--- config.mk ---
export PLATFORM = sky130hd
export DESIGN_NAME = fixed_square
export DESIGN_NICKNAME = d
export VERILOG_FILES = /design/src/rtl/fixed_square_pkg.sv /design/src/rtl/fixed_square.sv
export SDC_FILE = /design/constraint.sdc
export NUM_CORES = 1
export LEC_CHECK = 0
export CAP_MARGIN = 20
export CORE_MARGIN = 1
export CORE_UTILIZATION = 40
export DETAILED_ROUTE_END_ITERATION = 10
export GPL_TIMING_DRIVEN = 0
export PLACE_DENSITY = 0.65
export SYNTH_ARGS = -nofsm -noshare
export SYNTH_HDL_FRONTEND = slang
export SYNTH_SLANG_ARGS = --single-unit
export TNS_END_PERCENT = 1
--- constraint.sdc ---
create_clock -name clk -period 7.9 [get_ports clk]
set_input_delay 1.185 -clock clk [delete_from_list [all_inputs] [get_ports clk]]
set_output_delay 1.185 -clock clk [all_outputs]
set_load 0.02 [all_outputs]
--- src/rtl/fixed_square_pkg.sv ---
// Shared fixed-point definitions for the sqrt / square datapath of the ray caster.
// Operands are 8.4 fixed point; squares are 16.8.
package fixed_square_pkg;

    typedef enum logic [1:0] {
        IDLE,
        RUN,
        DONE
    } state_t;

    localparam int INT_BITS     = 8;
    localparam int FRAC_BITS    = 4;
    localparam int OPERAND_BITS = INT_BITS + FRAC_BITS;
    localparam int PRODUCT_BITS = 2 * OPERAND_BITS;
    localparam int ITERS        = OPERAND_BITS;

endpackage

--- src/rtl/fixed_square.sv ---
// Sequential shift-add squarer for 8.4 fixed-point operands.
// One partial product per cycle; saturates when operand bits 15:12 are set.
module fixed_square
    import fixed_square_pkg::*;
(
    input  logic        clk,
    input  logic        rst_n,
    input  logic        in_valid,
    output logic        in_ready,
    input  logic [15:0] operand,
    output logic        out_valid,
    input  logic        out_ready,
    output logic [15:0] square,
    output logic [7:0]  frac,
    output logic        overflow
);

    state_t                    state;
    logic [PRODUCT_BITS-1:0]   acc;
    logic [PRODUCT_BITS-1:0]   mcand;
    logic [OPERAND_BITS-1:0]   mplier;
    logic [3:0]                count;
    logic                      ovf;
    logic [PRODUCT_BITS-1:0]   acc_next;

    // Accumulator value after this cycle's partial product; also used to load
    // the result registers on the final iteration.
    assign acc_next = mplier[0] ? (acc + mcand) : acc;

    // NOTE: every register here is updated with <= so all branches see the
    // pre-edge values; a blocking = would make acc_next and count race.
    always_ff @(posedge clk or negedge rst_n) begin
        if (!rst_n) begin
            state     <= IDLE;
            acc       <= '0;
            mcand     <= '0;
            mplier    <= '0;
            count     <= '0;
            ovf       <= 1'b0;
            in_ready  <= 1'b1;
            out_valid <= 1'b0;
            square    <= '0;
            frac      <= '0;
            overflow  <= 1'b0;
        end else begin
            case (state)
                IDLE: begin
                    if (in_valid) begin
                        mcand    <= {{(PRODUCT_BITS-OPERAND_BITS){1'b0}}, operand[OPERAND_BITS-1:0]};
                        mplier   <= operand[OPERAND_BITS-1:0];
                        acc      <= '0;
                        count    <= '0;
                        ovf      <= |operand[15:OPERAND_BITS];
                        in_ready <= 1'b0;
                        state    <= RUN;
                    end
                end

                RUN: begin
                    acc    <= acc_next;
                    mcand  <= mcand << 1;
                    mplier <= mplier >> 1;
                    count  <= count + 4'd1;
                    if (count == 4'(ITERS - 1)) begin
                        out_valid <= 1'b1;
                        overflow  <= ovf;
                        square    <= ovf ? 16'hFFFF : acc_next[PRODUCT_BITS-1:8];
                        frac      <= ovf ? 8'hFF    : acc_next[7:0];
                        state     <= DONE;
                    end
                end

                DONE: begin
                    // Result registers hold while the consumer stalls.
                    if (out_ready) begin
                        out_valid <= 1'b0;
                        in_ready  <= 1'b1;
                        square    <= '0;
                        frac      <= '0;
                        overflow  <= 1'b0;
                        state     <= IDLE;
                    end
                end

                default: begin
                    state     <= IDLE;
                    in_ready  <= 1'b1;
                    out_valid <= 1'b0;
                end
            endcase
        end
    end

endmodule

Yosys cells after proc, flatten, opt, wreduce, memory -nomap -nowiden

Cells that the tools add are included.

Logic and storage cells: 60
Output and inout port bits: 27
Bits of input ports: 20
Register bits after elaboration: 94

Add/subtract/negate cells: 2
Reductions and logical operators: 10
Bitwise operators: 2
Mux-type cells: 29
Equal/unequal tests: 6

Operator list:

| operator                                                              | number |
|---|---|
| 24-bit one-hot mux with 2 select lines                                | 2 |
| 24-bit 2-to-1 mux                                                     | 3 |
| 16-bit 2-to-1 mux                                                     | 3 |
| 16-bit one-hot mux with 2 select lines                                | 1 |
| 24-bit adder                                                          | 1 |
| 8-bit 2-to-1 mux                                                      | 3 |
| 12-bit one-hot mux with 2 select lines                                | 1 |
| 8-bit one-hot mux with 2 select lines                                 | 1 |
| 12-bit 2-to-1 mux                                                     | 1 |
| 3-bit AND reduction                                                   | 4 |
| 4-bit one-hot mux with 2 select lines                                 | 1 |
| 2-bit 2-to-1 mux                                                      | 3 |
| 2-bit inequality test, second input constant                          | 3 |
| 1-bit one-hot mux with 3 select lines                                 | 2 |
| 2-bit one-hot mux with 3 select lines                                 | 1 |
| 1-bit 2-to-1 mux                                                      | 5 |
| 4-bit by 1-bit adder with 4-bit output, second input constant         | 1 |
| 4-bit equality test, second input constant                            | 1 |
| 4-bit 2-to-1 mux                                                      | 1 |
| 2-bit AND reduction                                                   | 2 |
| 2-bit nonzero test                                                    | 2 |
| 4-bit OR reduction                                                    | 1 |
| 2-bit by 1-bit equality test with 1-bit output, second input constant | 1 |
| 2-bit equality test, second input constant                            | 1 |
| other kinds (3)                                                       | 4 |

Depth between registers and ports, before layout

Depth in word-level cells: 5
Gate-level depth with buffers: 9
Mapped depth without buffers: 9

Worst setup path after synthesis

No wires, ideal clock.

Kind: reg2reg
Start point: register acc[0]
End point: register acc[22]
Required time: 7778 ps
Setup time: 122 ps
Cell stages (with the launch flop): 9
Period minus slack after synthesis: 2510 ps
Path buffers: 0
Path slack: 5390 ps
Data arrival time: 2389 ps
Cell sequence: dfrtp_1 > ha_1 > fa_1 > a21o_1 > a311o_1 > a211oi_2 > a21oi_2 > mux2_4 > a32o_1

Longest elaborated chain between the ends: 3

RTL lines:

| element                                | line               | RTL |
|---|---|---|
| from (decl)                            | fixed_square.sv:19 | `logic [PRODUCT_BITS-1:0] acc;` |
| from (signal assigned)                 | fixed_square.sv:60 | `acc <= acc_next;` |
| 24-bit adder                           | fixed_square.sv:28 | `assign acc_next = mplier[0] ? (acc + mcand) : acc;` |
| 24-bit 2-to-1 mux                      | fixed_square.sv:28 |  |
| 24-bit one-hot mux with 2 select lines | fixed_square.sv:46 | `case (state)` |

No other way between the ends.
A chain may end at the register's enable or synchronous reset.

Worst setup path after layout

Start point: register mcand[0]
End point: register square[4]

Longest elaborated chain between the ends: 5

RTL lines:

| element                                | line               | RTL |
|---|---|---|
| from (decl)                            | fixed_square.sv:20 | `logic [PRODUCT_BITS-1:0] mcand;` |
| from (signal assigned)                 | fixed_square.sv:49 | `mcand <= {{(PRODUCT_BITS-OPERAND_BITS){1'b0}}, operand[OPERAND_BITS-1:0]};` |
| from (signal assigned)                 | fixed_square.sv:61 | `mcand <= mcand << 1;` |
| 24-bit adder                           | fixed_square.sv:28 |  |
| 24-bit 2-to-1 mux                      | fixed_square.sv:28 |  |
| 16-bit 2-to-1 mux                      | fixed_square.sv:67 | `square <= ovf ? 16'hFFFF : acc_next[PRODUCT_BITS-1:8];` |
| 16-bit 2-to-1 mux                      | fixed_square.sv:64 | `if (count == 4'(ITERS - 1)) begin` |
| 16-bit one-hot mux with 2 select lines | fixed_square.sv:46 |  |
| to (signal assigned)                   | fixed_square.sv:67 |  |
| to (decl)                              | fixed_square.sv:13 | `output logic [15:0] square,` |

No other way between the ends. The select of a mux whose other input is x is not followed.

==> reports/results.tsv <==
metric	value	unit
capture point of the worst reg-to-reg path	square[4]$_DFFE_PN0P_	
Req. time, crit path	8150	ps
Synth Instances	607	
Reg power frac	0.312	
drc violations	0	
Worst setup startpoint	mcand[0]$_DFFE_PN0P_	
Avg Inst Size Synth	8.775	um2
final-stage net count	710	
Hold Path Depth	2	
Die Area	13780	um2
dominant cells by area after synthesis	dfrtp_1 44%, o21ai_0 7.3%, nand2_1 6.8%, a21oi_1 6.0%, ha_1 5.6%	
arrival time worst endpoint	3230	ps
area delta synth->final	18.89	%
# Post-CTS Setup Buffers	0	
Post-CTS Hold Fix Bufs	0	
n_diodes	0	
drt initial violations	457	
Post-Syn Area	5326	um2
worst skew pair latency	360	ps
CP max FO	4	
met2 usage	0.3547	
Syn. warnings	0	
Slew @ Worst Pin	676.5	ps
Synth area leader	dfrtp_1	
DR vias/cell	5.804	
GR Overflow Total	0	
# setup viols final	0	
CP Class	reg2reg	
DR vias	4887	
Synth Flop Type	dfrtp_1	
flop2flop setup slack	4920	ps
drt wl/cell	18.39	um
clk slew on worst S/H paths	70	ps
core area	12820	um2
static leakage	0.002789	uW
ratio of cells with drive above 1 in the final layout	0.04925	
EDFF count, synth	0	
flops & latches, synth	94	
Slowest cell on crit path	a311o_1	
vias in the first global route	4579	
count of cell types in the netlist	56	
cell family with most CP delay	compound AO/OA/AOI/OAI gates	
TritonCTS Sinks	94	
buffers and inverters on the worst path	0	
Critical Path End Type	flop	
Critical Path Start Type	flop	
period utilisation layout	0.3778	
RSZ-0062 raised after global routing	no	
Top Usage Layer GRT	met2	
Endpoint, Worst Hold	frac[2]$_DFFE_PN0P_	
# rows	41	
reg2reg start	mcand[0]$_DFFE_PN0P_	
Routed WL	15480	um
M3 GR Usage	0.03161	
initial antenna violation count	0	
Sw Pwr	1264	uW
MaxCap Viol Count	0	
Pre-antenna DRT Iters	5	
Starting Density	0.4153	
Clk network pwr share	0.167	
DIE WIDTH	117.4	um
peak supply drop	116.2	uV
R2R depth	9	
root buf cell	clkbuf_16	
post-cts resize count	0	
Post-DRT Antenna Nets	0	
number of clock buffers inserted by TritonCTS	9	
Hold Slack	467.9	ps
min-delay src	frac[2]$_DFFE_PN0P_	
Async SR Flop Fraction	1.000	
Internal	1483	uW
Final Critical Period	2984	ps
die height	117.4	um
IO Port Bufs	46	
global-route wire length before repair	24420	um
status	complete, no violations	
switching share of power	0.4601	
Slowest Stage Delay on Critical Path	440	ps
gpl congestion	0.8748	
Hold Path Class	reg2reg	
hold violation total from the final report	0	
Slew Viols, Final	0	
PD cells	433.8	nW/um2
Total GRT Usage	0.2285	
num ports	47	
Max Freq	335.1	MHz
clk buf depth	2	
post-DP HPWL	11620	um
CP Cell Sequence	ha_1, fa_1, a21o_1, a311o_1, a31oi_2, a21oi_1, xnor2_1, a21oi_1, a21o_1	
top cell type's share of synthesized area	0.4369	
post-synthesis sequential area ratio	0.4419	
Rel. slew slack	0.5490	
CTS tree	done	
logic gate share of total power	0.520	
Stages on worst setup path	9	
Fin Setup TNS	0	ps
Final Skew	8.717	ps
Syn Nets	652	
met1 GRT Util	0.3206	
# fillers	1203	
largest net degree at the start of global routing	58	
H-tree Lvls	3	
[worst max path at each step]
stage	to
floorplan	acc[22]$_DFFE_PN0P_
global placement	frac[0]$_DFFE_PN0P_
detailed placement	acc[23]$_DFFE_PN0P_
CTS	square[4]$_DFFE_PN0P_
global route	square[4]$_DFFE_PN0P_
finish	square[4]$_DFFE_PN0P_
[layout by cell type, fill, tap and decap left out, drive strengths merged, types with 10 or more instances in the layout]
cell type	synthesis	routed
clkdlybuf4s50	0	45
ha	24	24
a21oi	66	66
nor2	30	30
inv	7	10
a21o	20	20
dfrtp	93	93
nand2	96	96
clkbuf	26	35
o21ai	98	98
xnor2	13	13
and2	15	15
nand3	16	16
[Yosys cell counts, types with 2 or more instances]
library cell   n
a221o_1        3
a31oi_1        6
and3_1         3
buf_1          4
a32o_1         2
a31oi_2        2
o211ai_1       3
nor4_1         3
nand2b_1       4
o41ai_1        2
nor3_1         2
inv_1          6
xor2_1         4
nor2_1        30
a21oi_1       64
o21a_1         4
nand2_1       96
a21o_1        20
a211oi_1       7
nor2b_1        3
and2_1        15
ha_1          24
o21ai_0       78
buf_2          2
a211o_1        2
xnor2_1       13
dfrtp_1       93
a21oi_2        2
nand4_1        8
a22oi_1        6
mux2_2         2
nand3_1       16
mux2i_1        7
clkbuf_1      26
o21ai_1       20
a22o_1         5
[metal layers]
layer	vias up	wire length [um]
met1	2419	7421
met4	0	323
li1	2304	-
met2	144	6995
met3	20	743
met5	-	0
[stage by stage]
step	util	total power, uW	setup slack (ps)	cells	area [um2]
floorplan	-	1775	5390	607	5326
global placement	0.4680	2232	2159	825	6002
detailed placement	0.4700	2274	4670	826	6027
CTS	0.4938	2740	4968	842	6332
global route	0.4938	2930	4853	842	6332
finish	0.4938	2747	4916	842	6332
[registers in the layout (all words and copies together) (netlist names)]
signal,count
acc,24
state,2
frac,8
mcand,24
square,16
in_ready,1
out_valid,1
count,4
ovf,1
mplier,12
overflow,1
[worst reg2reg max path: stages, from the launching register on]
cell and delay [ps]:
dfrtp_1 430, ha_1 250, fa_1 420, a21o_1 200, a311o_1 440, a31oi_2 330
a21oi_1 140, xnor2_1 360, a21oi_1 130, a21o_1 180
[power by group through the flow]
stage	Clock, uW	Sequential, uW	Combinational, uW
2_1_floorplan	0	888	887
3_3_place_gp	0	856	1380
3_5_place_dp	0	862	1410
4_1_cts	468	855	1420
5_1_grt	486	881	1560
6_report	460	858	1430
[logic make-up (layout without fill, tap and decap cells)]
kind of cell | count (synthesis) | after routing | synth area share
xor gates and xnor gates | 17 | 17 | 0.02795
DFF | 94 | 94 | 0.4419
adders and majority gates | 25 | 25 | 0.06014
AOI/OAI and AO/OA | 237 | 237 | 0.2666
buffers and inverters | 39 | 102 | 0.02795
and+or+nand+nor | 185 | 185 | 0.1553
muxes | 10 | 10 | 0.02020
[layout make-up]
cell class	instances	area, um2	share of cell area
timing repair buffer	47	485.5	0.07666
tap	172	215.2	0.03399
multi-input combinational	474	2824	0.4460
sequential	94	2354	0.3717
clock buffer	9	225.2	0.03557
clock inverter	7	80.08	0.01265
buffer	32	122.6	0.01936
inverter	7	26.28	0.004149
Note: power is estimated with default switching activity, not from simulation.
